<file path="config.mk">
export PLATFORM = sky130hd
export DESIGN_NAME = instr_encoder
export DESIGN_NICKNAME = d
export VERILOG_FILES = /design/src/rtl/riscv_pkg.sv /design/src/rtl/instr_pack.sv /design/src/rtl/instr_encoder.sv
export SDC_FILE = /design/constraint.sdc
export NUM_CORES = 1
export LEC_CHECK = 0
export CAP_MARGIN = 20
export CORE_ASPECT_RATIO = 1.25
export CORE_MARGIN = 2
export CORE_UTILIZATION = 35
export DETAILED_ROUTE_END_ITERATION = 6
export HOLD_SLACK_MARGIN = 0.08
export SYNTH_ARGS = -nofsm -noshare
export SYNTH_HDL_FRONTEND = slang
export SYNTH_SLANG_ARGS = --single-unit
</file>
<file path="constraint.sdc">
create_clock -name clk -period 4.2 [get_ports clk]
set_input_delay 0.84 -clock clk [delete_from_list [all_inputs] [get_ports clk]]
set_output_delay 0.84 -clock clk [all_outputs]
set_load 0.01 [all_outputs]
</file>
<file path="src/rtl/riscv_pkg.sv">
// Shared RV32I definitions: opcodes, request classes and
// encoder write-FSM states.
package riscv_pkg;

  localparam int DEPTH_DEFAULT = 1024;

  localparam logic [6:0] OP_R      = 7'b0110011;
  localparam logic [6:0] OP_I      = 7'b0010011;
  localparam logic [6:0] OP_LOAD   = 7'b0000011;
  localparam logic [6:0] OP_STORE  = 7'b0100011;
  localparam logic [6:0] OP_BRANCH = 7'b1100011;
  localparam logic [6:0] OP_LUI    = 7'b0110111;
  localparam logic [6:0] OP_AUIPC  = 7'b0010111;
  localparam logic [6:0] OP_JAL    = 7'b1101111;
  localparam logic [6:0] OP_JALR   = 7'b1100111;

  typedef enum logic [3:0] {
    CLS_R     = 4'd0,
    CLS_I     = 4'd1,
    CLS_LOAD  = 4'd2,
    CLS_STORE = 4'd3,
    CLS_SB    = 4'd4,
    CLS_LUI   = 4'd5,
    CLS_AUIPC = 4'd6,
    CLS_JAL   = 4'd7,
    CLS_JALR  = 4'd8
  } req_class_e;

  localparam logic [1:0] ST_IDLE = 2'd0;
  localparam logic [1:0] ST_RUN  = 2'd1;
  localparam logic [1:0] ST_FULL = 2'd2;

endpackage

</file>
<file path="src/rtl/instr_pack.sv">
// Combinational packer: instruction class and fields to a
// 32-bit RV32I word, flagging classes the decoder does not know.
module instr_pack
  import riscv_pkg::*;
(
  input  logic [3:0]  cls,
  input  logic [4:0]  rd,
  input  logic [4:0]  rs1,
  input  logic [4:0]  rs2,
  input  logic [2:0]  funct3,
  input  logic [6:0]  funct7,
  input  logic [31:0] imm,
  output logic [31:0] word,
  output logic        illegal
);

  logic shamt;

  assign shamt = (funct3 == 3'b001) || (funct3 == 3'b101);

  always_comb begin
    word    = '0;
    illegal = 1'b0;
    unique case (cls)
      CLS_R:
        word = {funct7, rs2, rs1, funct3, rd, OP_R};
      CLS_I:
        // shifts carry funct7 in the upper immediate bits
        if (shamt)
          word = {funct7, imm[4:0], rs1, funct3, rd, OP_I};
        else
          word = {imm[11:0], rs1, funct3, rd, OP_I};
      CLS_LOAD:
        word = {imm[11:0], rs1, funct3, rd, OP_LOAD};
      CLS_STORE:
        word = {imm[11:5], rs2, rs1, funct3,
                imm[4:0], OP_STORE};
      CLS_SB:
        word = {imm[12], imm[10:5], rs2, rs1, funct3,
                imm[4:1], imm[11], OP_BRANCH};
      CLS_LUI:
        word = {imm[31:12], rd, OP_LUI};
      CLS_AUIPC:
        word = {imm[31:12], rd, OP_AUIPC};
      CLS_JAL:
        word = {imm[20], imm[10:1], imm[11],
                imm[19:12], rd, OP_JAL};
      CLS_JALR:
        word = {imm[11:0], rs1, 3'b000, rd, OP_JALR};
      default:
        illegal = 1'b1;
    endcase
  end

endmodule

</file>
<file path="src/rtl/instr_encoder.sv">
// Program writer: packs requests into RV32I words and streams
// them to instruction memory at consecutive word addresses.
module instr_encoder
  import riscv_pkg::*;
#(
  parameter int ADDR_W = 10,
  parameter int DEPTH  = DEPTH_DEFAULT
) (
  input  logic              clk,
  input  logic              reset,
  input  logic              start,
  input  logic [ADDR_W-1:0] base_addr,
  input  logic              req_valid,
  output logic              req_ready,
  input  logic [3:0]        req_class,
  input  logic [4:0]        rd,
  input  logic [4:0]        rs1,
  input  logic [4:0]        rs2,
  input  logic [2:0]        funct3,
  input  logic [6:0]        funct7,
  input  logic [31:0]       imm,
  output logic              wr_valid,
  input  logic              wr_ready,
  output logic [ADDR_W-1:0] wr_addr,
  output logic [31:0]       wr_data,
  output logic [ADDR_W:0]   count,
  output logic              full,
  output logic              err
);

  localparam logic [ADDR_W:0] DEPTH_C = (ADDR_W+1)'(DEPTH);
  localparam logic [ADDR_W:0] CNT_ONE = (ADDR_W+1)'(1);
  localparam logic [ADDR_W-1:0] PTR_ONE = ADDR_W'(1);

  logic [1:0]        state;
  logic [ADDR_W-1:0] ptr;
  logic [31:0]       word;
  logic              illegal;
  logic              xfer;
  logic              accept;
  logic              load;
  logic              full_pending;

  instr_pack u_pack (
    .cls     (req_class),
    .rd      (rd),
    .rs1     (rs1),
    .rs2     (rs2),
    .funct3  (funct3),
    .funct7  (funct7),
    .imm     (imm),
    .word    (word),
    .illegal (illegal)
  );

  assign xfer = wr_valid && wr_ready;

  // words already counted plus the one waiting in the register
  assign full_pending =
    (count + {{ADDR_W{1'b0}}, wr_valid}) == DEPTH_C;

  assign req_ready = (state == ST_RUN) && !start &&
                     !full_pending && (!wr_valid || wr_ready);

  assign accept = req_valid && req_ready;
  assign load   = accept && !illegal;
  assign full   = (count == DEPTH_C);

  always_ff @(posedge clk or posedge reset) begin
    if (reset) begin
      state    <= ST_IDLE;
      ptr      <= '0;
      count    <= '0;
      wr_valid <= 1'b0;
      wr_addr  <= '0;
      wr_data  <= '0;
      err      <= 1'b0;
    end else if (start) begin
      state    <= ST_RUN;
      ptr      <= base_addr;
      count    <= '0;
      wr_valid <= 1'b0;
      err      <= 1'b0;
    end else begin
      err <= accept && illegal;
      if (xfer) begin
        ptr <= ptr + PTR_ONE;
        if (count != DEPTH_C)
          count <= count + CNT_ONE;
        if (count + CNT_ONE == DEPTH_C)
          state <= ST_FULL;
      end
      if (load) begin
        wr_valid <= 1'b1;
        wr_addr  <= xfer ? ptr + PTR_ONE : ptr;
        wr_data  <= word;
      end else if (xfer) begin
        wr_valid <= 1'b0;
      end
    end
  end

endmodule

</file>
# [After elaboration in Yosys (flattened, before gate mapping)]
# Index checks and enable logic that the tools add are counted.
[word_totals] in_bits=76 register_bits=67 out_inout_bits=57 elab_cells=62
[op_classes] n_bitwise=1 n_eq_ne=15 add_sub_neg=3 muxes=15 n_reduce_logical=21
[op_table] cell="$pmux 32 s9" n=1
[op_table] cell="$eq 11x11->1 const B" n=3
[op_table] cell="$mux 11" n=3
[op_table] cell="$mux 32" n=1
[op_table] cell="$mux 10" n=2
[op_table] cell="$eq 4x3->1 const B" n=4
[op_table] cell="$add 11x1->11" n=1
[op_table] cell="$add 11x1->11 const B" n=1
[op_table] cell="$ne 11x11->1 const B" n=1
[op_table] cell="$add 10x1->10 const B" n=1
[op_table] cell="$reduce_or 9->1" n=1
[op_table] cell="$eq 4x2->1 const B" n=2
[op_table] cell="$logic_and 1x1->1" n=7
[op_table] cell="$mux 2" n=3
[op_table] cell="$reduce_and 2->1" n=3
[op_table] cell="$reduce_bool 2->1" n=3
[op_table] cell="$mux 1" n=5
[op_table] cell="$eq 4x1->1 const B" n=1
[op_table] cell="$eq 4x4->1 const B" n=1
[op_table] cell="$logic_not 4->1" n=1
[op_table] cell="$eq 3x1->1 const B" n=1
[op_table] cell="$eq 3x3->1 const B" n=1
[op_table] cell="$logic_not 1->1" n=3
[op_table] cell="$reduce_bool 3->1" n=1
[op_table] cell="3 further kinds" n=4

# [Depth between registers and ports, before layout]
[logic_depth] depth_word=9 ltp_mapped=9 mapped_depth_nobuf=8

# [Modules after synthesis]
# Synthesis repeated with hierarchy kept, for this count alone.
[hier_totals] hier_cells=391 hier_area_um2=4306.6
[by_module_without_submodules] module="instr_encoder" cells_per_inst=257 instances=1 area_each_um2=3384.5
[by_module_without_submodules] module="instr_pack" cells_per_inst=134 instances=1 area_each_um2=922.1

# [Least setup slack after synthesis]
# Ideal clock, no wire load.
[synth_timing] path_kind="flip-flop to output port" start="register count[0]" end="output port req_ready" setup_slack_ps=1008 path_stages_with_launch=9 arrival_ps=2352 cell_sequence="dfrtp_1 > ha_1 > ha_1 > nand3_1 > nor4b_2 > nor3_1 > nor4_4 > clkbuf_1 > nor2_1"
[synth_between] elab_chain_cells=5
[synth_rtl] element="start: declaration" line="instr_encoder.sv:26" rtl="output logic [ADDR_W:0] count,"
[synth_rtl] element="start signal: assignment" line="instr_encoder.sv:89" rtl="count <= count + CNT_ONE;"
[synth_rtl] element="$add 11x1->11" line="instr_encoder.sv:60" rtl="(count + {{ADDR_W{1'b0}}, wr_valid}) == DEPTH_C;"
[synth_rtl] element="$eq 11x11->1" line="instr_encoder.sv:60"
[synth_rtl] element="$logic_not 1->1" line="instr_encoder.sv:63" rtl="!full_pending && (!wr_valid || wr_ready);"
[synth_rtl] element="$logic_and 1x1->1" line="instr_encoder.sv:62" rtl="assign req_ready = (state == ST_RUN) && !start &&"
[synth_rtl] element="$logic_and 1x1->1" line="instr_encoder.sv:63"
[synth_rtl] element="end: declaration" line="instr_encoder.sv:14" rtl="output logic req_ready,"
# Every way passes these cells.

# [Final worst setup path]
# Ends and elaborated chain as after synthesis.

==> results.md <==
- Via density: approximately 5.5
- Setup TNS: 0 ns
- CTS Hold Bufs: 0
- #FFs+latches synth: 66
- Routability congestion estimate: 0.848
- Post-Synthesis Cells: 396
- CTS clk-pin slew, worst paths: about 0.050 ns
- # IOs: 133
- Layout cells sized above 1: approximately 14%
- First-pass GRT wire length: 18.6 mm
- Crit path DAT: ~2.8 ns
- # setup viols final: 0
- Max stage delay cell, worst path: clkdlybuf4s50_1
- Nets@finish: between 600 and 700
- Synth-to-Final Area Change: 43.4%
- Post-CTS setup buffer count: 0
- Crit start category: flop
- CTS tree: done
- TritonCTS buffer count: 9
- Fmax: 274 MHz
- Min cycle time layout: about 3.6 ns
- WS Path Type: flop to output port
- Longest Clk Path Bufs: 2
- Die ar.: 0.0123 sq mm
- Port bufs: 132
- Sequential area share after synthesis: 41.3%
- Clk sink count: 66
- Setup slack, reg-to-reg: 1.18 ns
- Clk_lat worst skew: 0.33 ns
- Hold depth: 1
- Via count: 3625
- Worst vdd ir: roughly 0.18 mV
- DRC violations left: 0
- Vias in the first global route: roughly 3700
- Clk root buf: clkbuf_16
- Async set-reset flop share out of synthesis: 100%
- Fin. max-slew vios: 0
- Largest area contributor in the netlist: dfrtp_1
- Critical path depth: 8
- CP Max Fanout: 7
- PwrDens: 380 mW/mm^2
- Setup Skew: about 0.0038 ns
- CP required: roughly 3.4 ns
- Total global routing track utilization: a little under a fifth
- Crit path max-delay family: simple AND/OR/NAND/NOR gates
- Critical path cell sequence: ha_1 > ha_1 > nand3_1 > nor4b_2 > nor3_1 > nor4_4 > nor2_1 > clkdlybuf4s50_1
- Synth warn: 0
- Initial Util: 35.9%
- Ant. Diodes: 0
- Status: finished clean
- Detailed Route WL: 11.4 mm
- DR WL/cell: 17.2 um
- H-tree depth: 3
- Path depth of the worst reg2reg path: 9
- PnR Total Power: 2180 uW
- Final instance area: 0.00574 sq mm
- Synth top area share: 41.3%
- Largest net degree at the start of global routing: 47
- Synth area leaders: dfrtp_1 (41%), mux2_4 (9.0%), mux2_2 (5.1%), a22oi_1 (3.2%), o21ai_0 (3.1%)
- Chip width: 99.6 um
- RSZ-0062 raised after global routing: no
- Post-DP Area: 0.00543 sq mm
- Unique masters post-synth: 54
- Core ar.: 0.0111 sq mm
- Dominant synthesized flop cell: dfrtp_1
- Number of synthesized flops with an enable pin: 0
- Bufs and invs on worst path: 1
- Leak: between 0.002 and 0.0025 uW
- Hold Path Class: flop to flop
- Area of the mapped netlist: 0.00400 sq mm
- Final Util: 51.5%
- Worst Setup End Kind: output port
- Post-route ant nets: 0
- Die Ht: between 100 and 150 um
- FP Rows: 43
- CP peak stage delay: 0.51 ns
- Syn_area_per_cell: just over 10 sq um
- Max-cap viol count: 0
- Net Count, Synth: between 400 and 500
- Initial antenna violation count: 0
- First-pass detailed-route iteration total: 4
- Slew @ Worst Pin: approximately 0.83 ns
- Fillers: between 1000 and 1500
- Hold Vio Cnt, Final: 0
- GRT overflow: 0
- CTS resizes: 0
- Crit-path most repeated cell: ha_1
- Slew Limit Headroom: 44.3%
- Post-route clock period utilization: 86.8%
- HPWL Detailed: 8.41 mm
- Initial DRC count: between 150 and 200
[final cells by class]
type	instances	area (sq um)	share of cell area, %
clock buffer	10	239	4.16
timing repair buffer	142	1400	24.3
inverter	9	33.8	0.589
clock inverter	6	65.1	1.13
tap	135	169	2.94
multi-input combinational	295	2180	38.1
sequential	66	1650	28.8
[power breakdown]
group / switching, uW / internal (uW) / leakage (uW)
logic: 227 / 380 / 0.00136
registers: 68.0 / 741 / 0.000827
clock network: 286 / 476 / 0.000149
[kinds of logic (layout without fill, tap and decap cells)]
kind of cell	after synthesis	after routing	synth area share, %
AOI/OAI and AO/OA	102	102	17.3
adders and majority gates	5	5	1.56
muxes	47	47	15.3
and+or+nand+nor	121	121	16.0
DFF	66	66	41.3
xor gates and xnor gates	20	20	4.38
buffers and inverters	35	167	4.16
[state kept, by name, indices dropped and copies added, names as in the netlist]
name,cells
wr_data,31
count,11
ptr,10
wr_addr,10
state,2
err,1
wr_valid,1
[synthesized netlist by cell type, drive strengths merged (9+ instances only)]
library cell,count
a21oi,20
a22oi,17
buf,13
clkbuf,13
dfrtp,66
inv,9
mux2,42
nand2,33
nand3,16
nand4,9
nor2,25
o21ai,26
xnor2,10
xor2,10
[final timing paths]
path	startpoint	endpoint
min reg2reg	state[0]$_DFFE_PP0P_	state[0]$_DFFE_PP0P_
max in group asynchronous	reset	count[0]$_DFFE_PP0P_
min	state[0]$_DFFE_PP0P_	state[0]$_DFFE_PP0P_
max	count[0]$_DFFE_PP0P_	req_ready
max reg2reg	count[0]$_DFFE_PP0P_	wr_data[11]$_DFFE_PP0P_
min in group asynchronous	reset	wr_data[25]$_DFFE_PP0P_
[layer usage]
layer  track usage (%)  up-vias  wire length [um]  part of all wire, %
li1                  -     1718                 -                    -
met1              22.9     1764              4640                   41
met2              34.4      128              6030                   53
met3              3.17       15               531                  4.6
met4              7.11        0               228                  2.0
met5                 0        -                 0                    0
[layout by cell type (no fill, tap or decap), types with 4 or more instances in the layout]
cell type	n
a21oi_1	20
a221o_1	5
a22o_1	4
a22oi_1	17
and2_1	4
and3_1	6
buf_4	10
clkbuf_16	9
clkdlybuf4s50_1	132
dfrtp_1	66
ha_1	5
inv_1	8
mux2_2	18
mux2_4	24
mux2i_1	5
nand2_1	33
nand3_1	15
nand4_1	9
nor2_1	24
nor3_1	8
o21ai_0	25
o22a_1	5
o2bb2ai_1	4
o41ai_1	5
xnor2_1	10
xor2_1	10
[through the flow]
| step | hold slack, ns | setup slack (ns) | std cells |
|---|---|---|---|
| floorplan | 0.451 | 1.01 | 396 |
| global placement | 0.472 | 0.588 | 647 |
| detailed placement | 0.484 | 0.529 | 647 |
| CTS | 0.497 | 0.545 | 663 |
| global route | 0.524 | 0.401 | 663 |
| finish | 0.494 | 0.554 | 663 |
(Power assumes the default switching activity.)
